**config.mk**
```make
export PLATFORM = sky130hd
export DESIGN_NAME = vga_pic_window
export DESIGN_NICKNAME = d
export VERILOG_FILES = /design/src/rtl/vga_pic_pkg.sv /design/src/rtl/vga_pic_window_win_motion.sv /design/src/rtl/vga_pic_window.sv
export SDC_FILE = /design/constraint.sdc
export NUM_CORES = 1
export LEC_CHECK = 0
export CORE_ASPECT_RATIO = 0.75
export CORE_MARGIN = 2
export CORE_UTILIZATION = 40
export DETAILED_ROUTE_END_ITERATION = 16
export GPL_TIMING_DRIVEN = 1
export PLACE_DENSITY = 0.67
export RECOVER_POWER = 25
export SLEW_MARGIN = 5
export SYNTH_ARGS = -nofsm -noshare
export SYNTH_HDL_FRONTEND = slang
export SYNTH_SLANG_ARGS = --single-unit
```
**constraint.sdc**
```tcl
create_clock -name vga_clk -period 4.8 [get_ports vga_clk]
set_clock_uncertainty 0.2 [all_clocks]
set_input_delay 1.44 -clock vga_clk [delete_from_list [all_inputs] [get_ports vga_clk]]
set_output_delay 1.44 -clock vga_clk [all_outputs]
set_load 0.005 [all_outputs]
```
**src/rtl/vga_pic_pkg.sv**
```systemverilog
// ---------------------------------------------------------------------------
// vga_pic_pkg
// Shared constants and types for the picture-window pixel source:
//   - default screen / image geometry and motion step
//   - RGB565 colour constants and the default background colour
//   - motion state and direction enums
//   - axis_step(): one-frame bounce update for a single axis
// ---------------------------------------------------------------------------
package vga_pic_pkg;

    localparam int H_VALID = 640;
    localparam int V_VALID = 480;
    localparam int IMG_W   = 100;
    localparam int IMG_H   = 100;
    localparam int STEP    = 2;
    localparam int ADDR_W  = 14;

    localparam logic [15:0] RGB_BLACK = 16'h0000;
    localparam logic [15:0] RGB_WHITE = 16'hFFFF;
    localparam logic [15:0] RGB_RED   = 16'hF800;
    localparam logic [15:0] RGB_GREEN = 16'h07E0;
    localparam logic [15:0] RGB_BLUE  = 16'h001F;
    localparam logic [15:0] BG_COLOR  = RGB_BLACK;

    typedef enum logic {
        STATIC,
        BOUNCE
    } motion_state_t;

    typedef enum logic {
        DIR_NEG,
        DIR_POS
    } dir_t;

    typedef struct packed {
        logic [9:0] pos;
        dir_t       dir;
    } axis_t;

    // One bounce step along an axis. The sum is formed at 11 bits so that
    // pos + step can never wrap before the comparison against max_pos.
    // Hitting either edge clamps onto it and reverses direction.
    function automatic axis_t axis_step(input axis_t      cur,
                                        input logic [9:0] max_pos,
                                        input logic [9:0] step);
        axis_t nxt;
        nxt = cur;
        if (cur.dir == DIR_POS) begin
            if (({1'b0, cur.pos} + {1'b0, step}) >= {1'b0, max_pos}) begin
                nxt.pos = max_pos;
                nxt.dir = DIR_NEG;
            end else begin
                nxt.pos = cur.pos + step;
            end
        end else begin
            if (cur.pos <= step) begin
                nxt.pos = '0;
                nxt.dir = DIR_POS;
            end else begin
                nxt.pos = cur.pos - step;
            end
        end
        return nxt;
    endfunction

endpackage

```
**src/rtl/vga_pic_window_win_motion.sv**
```systemverilog
// ---------------------------------------------------------------------------
// win_motion
// Owns the window top-left corner and the STATIC/BOUNCE motion FSM.
//   vga_clk   in   pixel clock
//   sys_rst   in   synchronous active-high reset
//   frame_end in   end-of-frame pulse; the only time the window may move
//   key_flag  in   debounced key pulse; toggles STATIC <-> BOUNCE
//   win_x     out  window left column
//   win_y     out  window top line
// ---------------------------------------------------------------------------
module win_motion
    import vga_pic_pkg::*;
#(
    parameter int H_VALID = vga_pic_pkg::H_VALID,
    parameter int V_VALID = vga_pic_pkg::V_VALID,
    parameter int IMG_W   = vga_pic_pkg::IMG_W,
    parameter int IMG_H   = vga_pic_pkg::IMG_H,
    parameter int STEP    = vga_pic_pkg::STEP
) (
    input  logic       vga_clk,
    input  logic       sys_rst,
    input  logic       frame_end,
    input  logic       key_flag,
    output logic [9:0] win_x,
    output logic [9:0] win_y
);

    localparam logic [9:0] MAX_X   = 10'(H_VALID - IMG_W);
    localparam logic [9:0] MAX_Y   = 10'(V_VALID - IMG_H);
    localparam logic [9:0] START_X = 10'((H_VALID - IMG_W) / 2);
    localparam logic [9:0] START_Y = 10'((V_VALID - IMG_H) / 2);
    localparam logic [9:0] STEP_V  = 10'(STEP);

    motion_state_t state_q;
    motion_state_t state_d;
    axis_t         axis_x_q;
    axis_t         axis_x_d;
    axis_t         axis_y_q;
    axis_t         axis_y_d;

    always_ff @(posedge vga_clk) begin
        if (sys_rst) begin
            state_q <= STATIC;
        end else begin
            state_q <= state_d;
        end
    end

    always_comb begin
        state_d = state_q;
        if (key_flag) begin
            state_d = (state_q == STATIC) ? BOUNCE : STATIC;
        end
    end

    // The move is gated by the current (pre-toggle) state, so a key press
    // landing on frame_end never changes what this frame's move does.
    always_comb begin
        axis_x_d = axis_x_q;
        axis_y_d = axis_y_q;
        if (frame_end && (state_q == BOUNCE)) begin
            axis_x_d = axis_step(axis_x_q, MAX_X, STEP_V);
            axis_y_d = axis_step(axis_y_q, MAX_Y, STEP_V);
        end
    end

    always_ff @(posedge vga_clk) begin
        if (sys_rst) begin
            axis_x_q <= '{pos: START_X, dir: DIR_POS};
            axis_y_q <= '{pos: START_Y, dir: DIR_POS};
        end else begin
            axis_x_q <= axis_x_d;
            axis_y_q <= axis_y_d;
        end
    end

    assign win_x = axis_x_q.pos;
    assign win_y = axis_y_q.pos;

endmodule

```
**src/rtl/vga_pic_window.sv**
```systemverilog
// ---------------------------------------------------------------------------
// vga_pic_window
// Pixel source for vga_ctrl: image-ROM pixels inside a movable window,
// BG_COLOR outside it, returned one cycle after each pix_data_req.
//   vga_clk       in   pixel clock
//   sys_rst       in   synchronous active-high reset
//   pix_data_req  in   pixel request for (pix_x, pix_y)
//   pix_x, pix_y  in   requested column / line (12 bit)
//   frame_end     in   end-of-frame pulse
//   key_flag      in   motion-mode toggle pulse
//   rom_addr      out  image ROM address
//   rom_rd_en     out  image ROM read enable
//   rom_data      in   ROM data, one cycle after rom_rd_en
//   pix_data      out  RGB565 pixel to vga_ctrl
//   win_x, win_y  out  window top-left corner
//   win_w, win_h  out  window size (image size, constant)
// ---------------------------------------------------------------------------
module vga_pic_window
    import vga_pic_pkg::*;
#(
    parameter int          H_VALID  = vga_pic_pkg::H_VALID,
    parameter int          V_VALID  = vga_pic_pkg::V_VALID,
    parameter int          IMG_W    = vga_pic_pkg::IMG_W,
    parameter int          IMG_H    = vga_pic_pkg::IMG_H,
    parameter int          STEP     = vga_pic_pkg::STEP,
    parameter logic [15:0] BG_COLOR = vga_pic_pkg::BG_COLOR,
    parameter int          ADDR_W   = vga_pic_pkg::ADDR_W
) (
    input  logic              vga_clk,
    input  logic              sys_rst,
    input  logic              pix_data_req,
    input  logic [11:0]       pix_x,
    input  logic [11:0]       pix_y,
    input  logic              frame_end,
    input  logic              key_flag,
    output logic [ADDR_W-1:0] rom_addr,
    output logic              rom_rd_en,
    input  logic [15:0]       rom_data,
    output logic [15:0]       pix_data,
    output logic [9:0]        win_x,
    output logic [9:0]        win_y,
    output logic [9:0]        win_w,
    output logic [9:0]        win_h
);

    localparam logic [11:0]       IMG_W12   = 12'(IMG_W);
    localparam logic [11:0]       IMG_H12   = 12'(IMG_H);
    localparam logic [ADDR_W-1:0] ADDR_LAST = ADDR_W'(IMG_W * IMG_H - 1);

    logic              in_win;
    logic              in_win_d1;
    logic [ADDR_W-1:0] addr_cnt;
    logic [11:0]       x_lo;
    logic [11:0]       x_hi;
    logic [11:0]       y_lo;
    logic [11:0]       y_hi;

    win_motion #(
        .H_VALID (H_VALID),
        .V_VALID (V_VALID),
        .IMG_W   (IMG_W),
        .IMG_H   (IMG_H),
        .STEP    (STEP)
    ) u_win_motion (
        .vga_clk   (vga_clk),
        .sys_rst   (sys_rst),
        .frame_end (frame_end),
        .key_flag  (key_flag),
        .win_x     (win_x),
        .win_y     (win_y)
    );

    // Window bounds at 12 bits; the window is always on-screen, so the
    // exclusive upper bound never exceeds H_VALID / V_VALID.
    always_comb begin
        x_lo   = {2'b00, win_x};
        y_lo   = {2'b00, win_y};
        x_hi   = x_lo + IMG_W12;
        y_hi   = y_lo + IMG_H12;
        in_win = pix_data_req
                 && (pix_x >= x_lo) && (pix_x < x_hi)
                 && (pix_y >= y_lo) && (pix_y < y_hi);
    end

    // vga_ctrl scans row-major, so in-window requests arrive in image order
    // and a plain counter replaces a (y*IMG_W + x) multiply. frame_end
    // re-aligns the counter each frame and wins over a same-cycle increment.
    always_ff @(posedge vga_clk) begin
        if (sys_rst) begin
            addr_cnt <= '0;
        end else if (frame_end) begin
            addr_cnt <= '0;
        end else if (in_win) begin
            addr_cnt <= (addr_cnt == ADDR_LAST) ? '0 : addr_cnt + 1'b1;
        end
    end

    // Tracks which requests went to the ROM so the returning data lines up
    // with the ROM's one-cycle read latency.
    always_ff @(posedge vga_clk) begin
        if (sys_rst) begin
            in_win_d1 <= 1'b0;
        end else begin
            in_win_d1 <= in_win;
        end
    end

    assign rom_rd_en = in_win;
    assign rom_addr  = addr_cnt;
    assign pix_data  = in_win_d1 ? rom_data : BG_COLOR;
    assign win_w     = 10'(IMG_W);
    assign win_h     = 10'(IMG_H);

endmodule

```
==> flow_summary.json, run 1 <==
{
  "core_region_area_sq_um": 10200,
  "worst_slew_slack_as_a_fraction_of_its_limit": 0.0855,
  "outcome": "completed",
  "route.detailed.vias_per_inst": 5.44,
  "power.share.clock": 0.390,
  "critical_path_arrival_ns": 3.13,
  "io_buffers": 91,
  "report.final.setup_viol": 0,
  "clockRootBuffer": "sky130_fd_sc_hd__clkbuf_16",
  "synth_top_cell_area_share": 0.175,
  "achievable-frequency_mhz": 210,
  "synthesized_cell_area_sq_um": 4130,
  "die_x_um": 121,
  "syn-instance-count": 549,
  "cts.hold.buffers_added": 0,
  "grt_first_pass_wirelength_um": 18800,
  "antenna-diode-count": 0,
  "worstPathBufferInverterCount": 2,
  "routed.top_layer": "met4",
  "max-cap-violations": 0,
  "worst_path_largest_cell_delay_ns": 0.47,
  "setup_total_negative_slack_ns": 0,
  "ys_ff_latch": 36,
  "finalHoldViolCount": 0,
  "antenna_violations_before_repair": 0,
  "tightest_slew_ns": 1.37,
  "synth_top_family_by_area": "simple AND/OR/NAND/NOR gates",
  "ctsLongestPathBuffers": 2,
  "met3_wirelength_um": 675,
  "power_switching_mw": 0.316,
  "area_taken_by_flip_flops_and_latches_sq_um": 721,
  "pin_count": 116,
  "synth_enable_flop_cells": 0,
  "vias": 4188,
  "route.antenna.remaining_nets": 0,
  "setup_crit_path_kind": "in -> out",
  "cts_sinks": 36,
  "dr_wl_met2_um": 5080,
  "cell_internal_pwr_mw": 0.734,
  "total_leakage_power_nw": 2.29,
  "remaining_drc_errors": 0,
  "globalRoute.totalOverflow": 0,
  "fin_crit_sh": 0.994,
  "critical_path.top_delay_family": "buffers and inverters",
  "grt_max_degree": 25,
  "fill_cells": 999,
  "clock_tree.htree_level_count": 2,
  "global_route.usage.total": 0.207,
  "regToRegSetupSlack_ns": 1.31,
  "synth_top_cell_by_area": "sky130_fd_sc_hd__dfxtp_1",
  "fraction_of_the_core_area_covered_by_cells_at_the_end_of_the_flow": 0.528,
  "critPathMaxFanout": 2,
  "ys.warnings.count": 0,
  "synth_cell_types": 71,
  "seqPwrFrac": 0.300,
  "synthAdderAreaFrac": 0.149,
  "synth_sequential_area_ratio": 0.175,
  "async_flop_share": 0,
  "synthSimpleGateAreaFrac": 0.252,
  "multiplexer_area_fraction_after_synthesis": 0.00485,
  "initial_utilization": 0.406,
  "tritoncts_buffer_count": 5,
  "cts.clk_slew.worst_paths_ns": 0.06,
  "timing.hold.worst.class": "reg -> reg",
  "detail_route.wl_per_cell_um": 14.9,
  "ir_drop_mv": 0.107,
  "cts_tree": "built",
  "design.final.nets": 727,
  "post_synthesis_compound_gate_area_fraction": 0.242,
  "drt_pass1_iterations": 6,
  "critical_path_data_required_time_ns": 3.16,
  "power_density_nw_per_um2": 196,
  "synth-main-ff-cell": "sky130_fd_sc_hd__dfxtp_1",
  "floorplan.rows": 32,
  "fp.dieArea_sq_um": 11100,
  "area.growth.synth_to_final_pct": 30.1,
  "dpl.hpwl_um": 8710,
  "whs_ns": 0.301,
  "slew_viol_final": 0,
  "routedLengthMet1_um": 5550,
  "layout-drive-gt1-share": 0.118,
  "post_synth_xor_xnor_area": 0.0425,
  "switching_share": 0.301,
  "clock_latency_on_the_worst_skew_pair_ns": 0.29,
  "crit_chain": "clkdlybuf4s50_1 -> ha_4 -> o211ai_1 -> a21oi_2 -> o211ai_1 -> and3_1 -> nor3_2 -> buf_2",
  "timing.final.crit_period_ns": 4.77,
  "grt_pass1_vias": 3914,
  "start_kind": "input pin",
  "drt_first_iter_violations": 440,
  "globalplace.congestion": 0.881,
  "worst_path_most_repeated_cell": "sky130_fd_sc_hd__o211ai_1",
  "crit_slowest_cell": "sky130_fd_sc_hd__clkdlybuf4s50_1",
  "post_synth_main_area_contributors": "sky130_fd_sc_hd__dfxtp_1 (17%), sky130_fd_sc_hd__ha_1 (15%), sky130_fd_sc_hd__buf_4 (7.8%), sky130_fd_sc_hd__a21oi_1 (5.7%), sky130_fd_sc_hd__nand2_1 (4.2%)",
  "worst_setup_path_end_kind": "output port",
  "power.share.combinational": 0.310,
  "area_of_the_multi_input_gates_sq_um": 3040,
  "syn_area_per_cell_sq_um": 7.51,
  "die_height_um": 91.9,
  "totalWireLength_um": 11500
}
## cells in the mapped netlist (all sizes together) (5+ instances only)
| library cell | instances |
|---|---|
| and2 | 20 |
| nand4 | 8 |
| o211ai | 10 |
| a31oi | 5 |
| or2 | 5 |
| nand2 | 46 |
| nor2 | 28 |
| nor3 | 25 |
| and3 | 12 |
| xnor2 | 18 |
| clkbuf | 11 |
| dfxtp | 36 |
| nand3 | 21 |
| a21oi | 47 |
| inv | 23 |
| o21a | 6 |
| a211oi | 6 |
| buf | 60 |
| o21ai | 34 |
| nor2b | 7 |
| ha | 49 |
## metrics by stage
| step | setup WS [ns] | cells | power (mW) | instance area (sq um) |
|---|---|---|---|---|
| after floorplan | 0.281 | 569 | 0.532 | 4200 |
| after global placement | -0.520 | 759 | 0.622 | 5080 |
| after detailed placement | -0.564 | 759 | 0.629 | 5080 |
| after CTS | 0.00477 | 769 | 1.04 | 5300 |
| after global routing | -0.0335 | 770 | 1.11 | 5370 |
| final | 0.0300 | 770 | 1.05 | 5370 |
## worst register-to-register path: cells and delay by family, from the launching register on
family                     cells  cell delay [ns]
xor gates and xnor gates       1             0.36
adders and majority gates      1             0.26
AOI/OAI and AO/OA              3             0.64
and+or+nand+nor                4             0.52
DFF                            1             0.32
buffers and inverters          4             1.07
## per-layer routing
| layer | global-route usage | vias to the layer above |
|---|---|---|
| li1 | - | 2077 |
| met1 | 0.295 | 1952 |
| met2 | 0.323 | 142 |
| met3 | 0.0348 | 17 |
| met4 | 0.0546 | 0 |
| met5 | 0 | - |
## cell families after synthesis
| logic type | count (synthesis) |
|---|---|
| simple gates | 194 |
| compound gates | 151 |
| buf+inv | 95 |
| fa+ha+maj | 49 |
| flops | 36 |
| xor+xnor | 20 |
| other cells | 2 |
| mux | 2 |
## layout by cell type (no fill, tap or decap), types with 22 or more instances in the layout
cell and count:
sky130_fd_sc_hd__nor3_1 22, sky130_fd_sc_hd__o21ai_0 23, sky130_fd_sc_hd__a21oi_1 44, sky130_fd_sc_hd__ha_1 43, sky130_fd_sc_hd__inv_1 23, sky130_fd_sc_hd__nand2_1 46, sky130_fd_sc_hd__nor2_1 27, sky130_fd_sc_hd__dfxtp_1 36
sky130_fd_sc_hd__conb_1 22, sky130_fd_sc_hd__clkdlybuf4s50_1 57, sky130_fd_sc_hd__buf_4 31
## what timing repair did
action / in CTS / in global routing
setup endpoints to repair: 1 / 1
pin swaps: 18 / 12
setup buffers: 2 / 1
resized for setup: 23 / 16
## final timing paths
kind	to	start	cells past startpoint
setup / recovery	rom_rd_en	pix_x[3]	8
hold / removal	rom_addr[1]	rom_addr[1]	2
setup reg to reg	rom_addr[10]	u_win_motion.win_x[7]	13
hold reg to reg	rom_addr[1]	rom_addr[1]	2
## registers in the layout, summed over array words and instances, names as in the netlist
signal / count
in_win_d1: 1
rom_addr: 14
u_win_motion.axis_x_q: 1
u_win_motion.axis_y_q: 1
u_win_motion.state_q: 1
u_win_motion.win_x: 9
u_win_motion.win_y: 9
## layout make-up
type,count,share of cell area
clock buffers,7,0.0284
clock inverters,1,0.00559
inverters,24,0.0168
multi-input cells,438,0.566
flip-flops and latches,36,0.134
well taps,136,0.0317
repair buffers,128,0.217
## power groups by stage
stage | combinational (mW) | clock (mW) | sequential [mW]
floorplan | 0.211 | 0 | 0.322
finish | 0.326 | 0.409 | 0.315
global route | 0.364 | 0.426 | 0.317
CTS | 0.313 | 0.414 | 0.316
detailed placement | 0.307 | 0 | 0.322
global placement | 0.300 | 0 | 0.322
(Power assumes the default switching activity.)
==> inputs of run 2 (changes only) <==
Settings changed: CORE_MARGIN 2 to not set, PLACE_DENSITY 0.67 to not set, PLACE_DENSITY_LB_ADDON set to 0.3.
==> run 2 against run 1 <==
Sequential share of layout area decreased by 0.11 points. Total power fell by 5.0%. Final area increased by 0.82%. Clock-buffer cell count stayed put. Via count increased by 0.50%. Critical path depth up 1. Flip-flop and latch count unchanged. Final cell count fell by 0.65%. Non-clock buffer count unchanged. First-iteration DRC count fell by 23%. Die area shrank 3.8%. Critical endpoint unchanged.
==> flow_summary.json, run 2 (same netlist as run 1, synthesis figures left out) <==
{
  "crit_chain": "clkdlybuf4s50_1 -> ha_1 -> a21oi_1 -> o21ai_1 -> o211ai_1 -> and3_4 -> nor3_2 -> buf_4 -> buf_6",
  "critPathMaxFanout": 2,
  "finalHoldViolCount": 0,
  "timing.final.crit_period_ns": 4.78,
  "layout-drive-gt1-share": 0.128,
  "sum_of_internal_switching_and_leakage_power_mw": 0.998,
  "start_kind": "input pin",
  "globalRoute.totalOverflow": 0,
  "ctsLongestPathBuffers": 2,
  "fill_cells": 877,
  "critical_path_arrival_ns": 3.14,
  "placement.setup.worst_slack_ns": -0.624,
  "final_common_cell": "sky130_fd_sc_hd__clkdlybuf4s50_1",
  "cts.clk_slew.worst_paths_ns": 0.06,
  "antenna_violations_before_repair": 0,
  "place_area_sq_um": 5070,
  "detail_route.wl_per_cell_um": 15.2,
  "critical_path.reg2reg.startpoint": "u_win_motion.win_y[2]",
  "max-cap-violations": 0,
  "report.final.setup_viol": 0,
  "post-route-cell-area_sq_um": 5410,
  "clock_latency_on_the_worst_skew_pair_ns": 0.28,
  "global_route.usage.total": 0.208,
  "crit_slowest_cell": "sky130_fd_sc_hd__clkdlybuf4s50_1",
  "totalWireLength_um": 11600,
  "die_x_um": 119,
  "slew_viol_final": 0,
  "drt_first_iter_violations": 337,
  "core_region_area_sq_um": 9850,
  "worstHoldStart": "rom_addr[1]",
  "tightest_slew_ns": 0.764,
  "total_leakage_power_nw": 2.27,
  "largest_register_ff_count": 14,
  "outcome": "completed",
  "design.final.nets": 727,
  "timing.hold.worst.class": "reg -> reg",
  "worst_path_largest_cell_delay_ns": 0.44,
  "die_height_um": 89.9,
  "fin_crit_sh": 0.995,
  "achievable-frequency_mhz": 209,
  "fin_ws_ns": 0.0234,
  "initial_utilization": 0.419,
  "critical_path_data_required_time_ns": 3.16,
  "cp-startpoint": "pix_x[4]",
  "clockRootBuffer": "sky130_fd_sc_hd__clkbuf_16",
  "grt_pass1_vias": 3840,
  "setup_crit_path_kind": "in -> out",
  "fp.dieArea_sq_um": 10700,
  "worst_slew_slack_as_a_fraction_of_its_limit": 0.490,
  "route.antenna.remaining_nets": 0,
  "clock_tree.htree_level_count": 2,
  "whs_ns": 0.301,
  "cts_tree": "built",
  "grt_first_pass_wirelength_um": 18400,
  "drt_pass1_iterations": 5,
  "final_cell_mix": "sky130_fd_sc_hd__clkdlybuf4s50_1 (57), sky130_fd_sc_hd__nand2_1 (45), sky130_fd_sc_hd__a21oi_1 (44)",
  "area.growth.synth_to_final_pct": 31.2,
  "grt_max_degree": 22,
  "globalplace.congestion": 0.877,
  "power_density_nw_per_um2": 184,
  "io_buffers": 91,
  "dpl.hpwl_um": 8730,
  "floorplan.rows": 31,
  "tritoncts_buffer_count": 5,
  "worst_setup_path_end_kind": "output port",
  "antenna-diode-count": 0,
  "vias": 4209,
  "route.detailed.vias_per_inst": 5.50,
  "remaining_drc_errors": 0,
  "pin_count": 116,
  "cts_sinks": 36,
  "ir_drop_mv": 0.133
}
==> run 2: routing by layer <==
metal	GRT usage	share of wire	up-vias
met5	0	0	-
met4	0.0506	0.016	0
met3	0.0425	0.085	22
met2	0.327	0.43	185
met1	0.289	0.47	1922
li1	-	-	2080
==> run 2: path summary, 6_finish.rpt <==
path | to | slack, ns | depth (start not counted)
max | rom_rd_en | 0.02 | 9
min | rom_addr[1] | 0.30 | 2
max reg2reg | rom_addr[10] | 1.39 | 14
min reg2reg | rom_addr[1] | 0.30 | 2
==> run 2: stage by stage <==
| step | instances | TNS [ns] | util |
|---|---|---|---|
| floorplan | 569 | 0 | - |
| global placement | 755 | -0.603 | 0.515 |
| finish | 765 | 0 | 0.549 |
| detailed placement | 755 | -0.624 | 0.515 |
| global route | 765 | -0.0164 | 0.549 |
| CTS | 764 | 0 | 0.537 |
==> run 2: timing repair <==
item | 4_1_cts | 5_1_grt
resized for setup | 25 | 25
setup endpoints to repair | 1 | 1
buffers inserted | 2 | 1
hold buffers | 0 | 0
pin swaps | 21 | 15
==> run 2: report_power, final <==
part           leakage [nW]  internal, mW  switching (mW)
Clock                0.0760         0.218           0.126
Sequential            0.292         0.308         0.00824
Combinational          1.90         0.158           0.178
==> run 2: worst max-delay path, delay by kind of cell <==
| family | cells | cell delay (ns) |
|---|---|---|
| buffers and inverters | 3 | 0.70 |
| AO/OA/AOI/OAI | 3 | 0.52 |
| adder cells (fa/ha/maj) | 1 | 0.21 |
| AND/OR/NAND/NOR | 2 | 0.27 |
==> run 2: layout make-up <==
cell class / instances / area, sq um / share of cell area
inverter: 24 / 90.1 / 0.0166
timing repair buffer: 128 / 1170 / 0.216
tap: 132 / 165 / 0.0305
sequential: 36 / 721 / 0.133
clock buffer: 7 / 153 / 0.0282
multi-input combinational: 438 / 3110 / 0.575
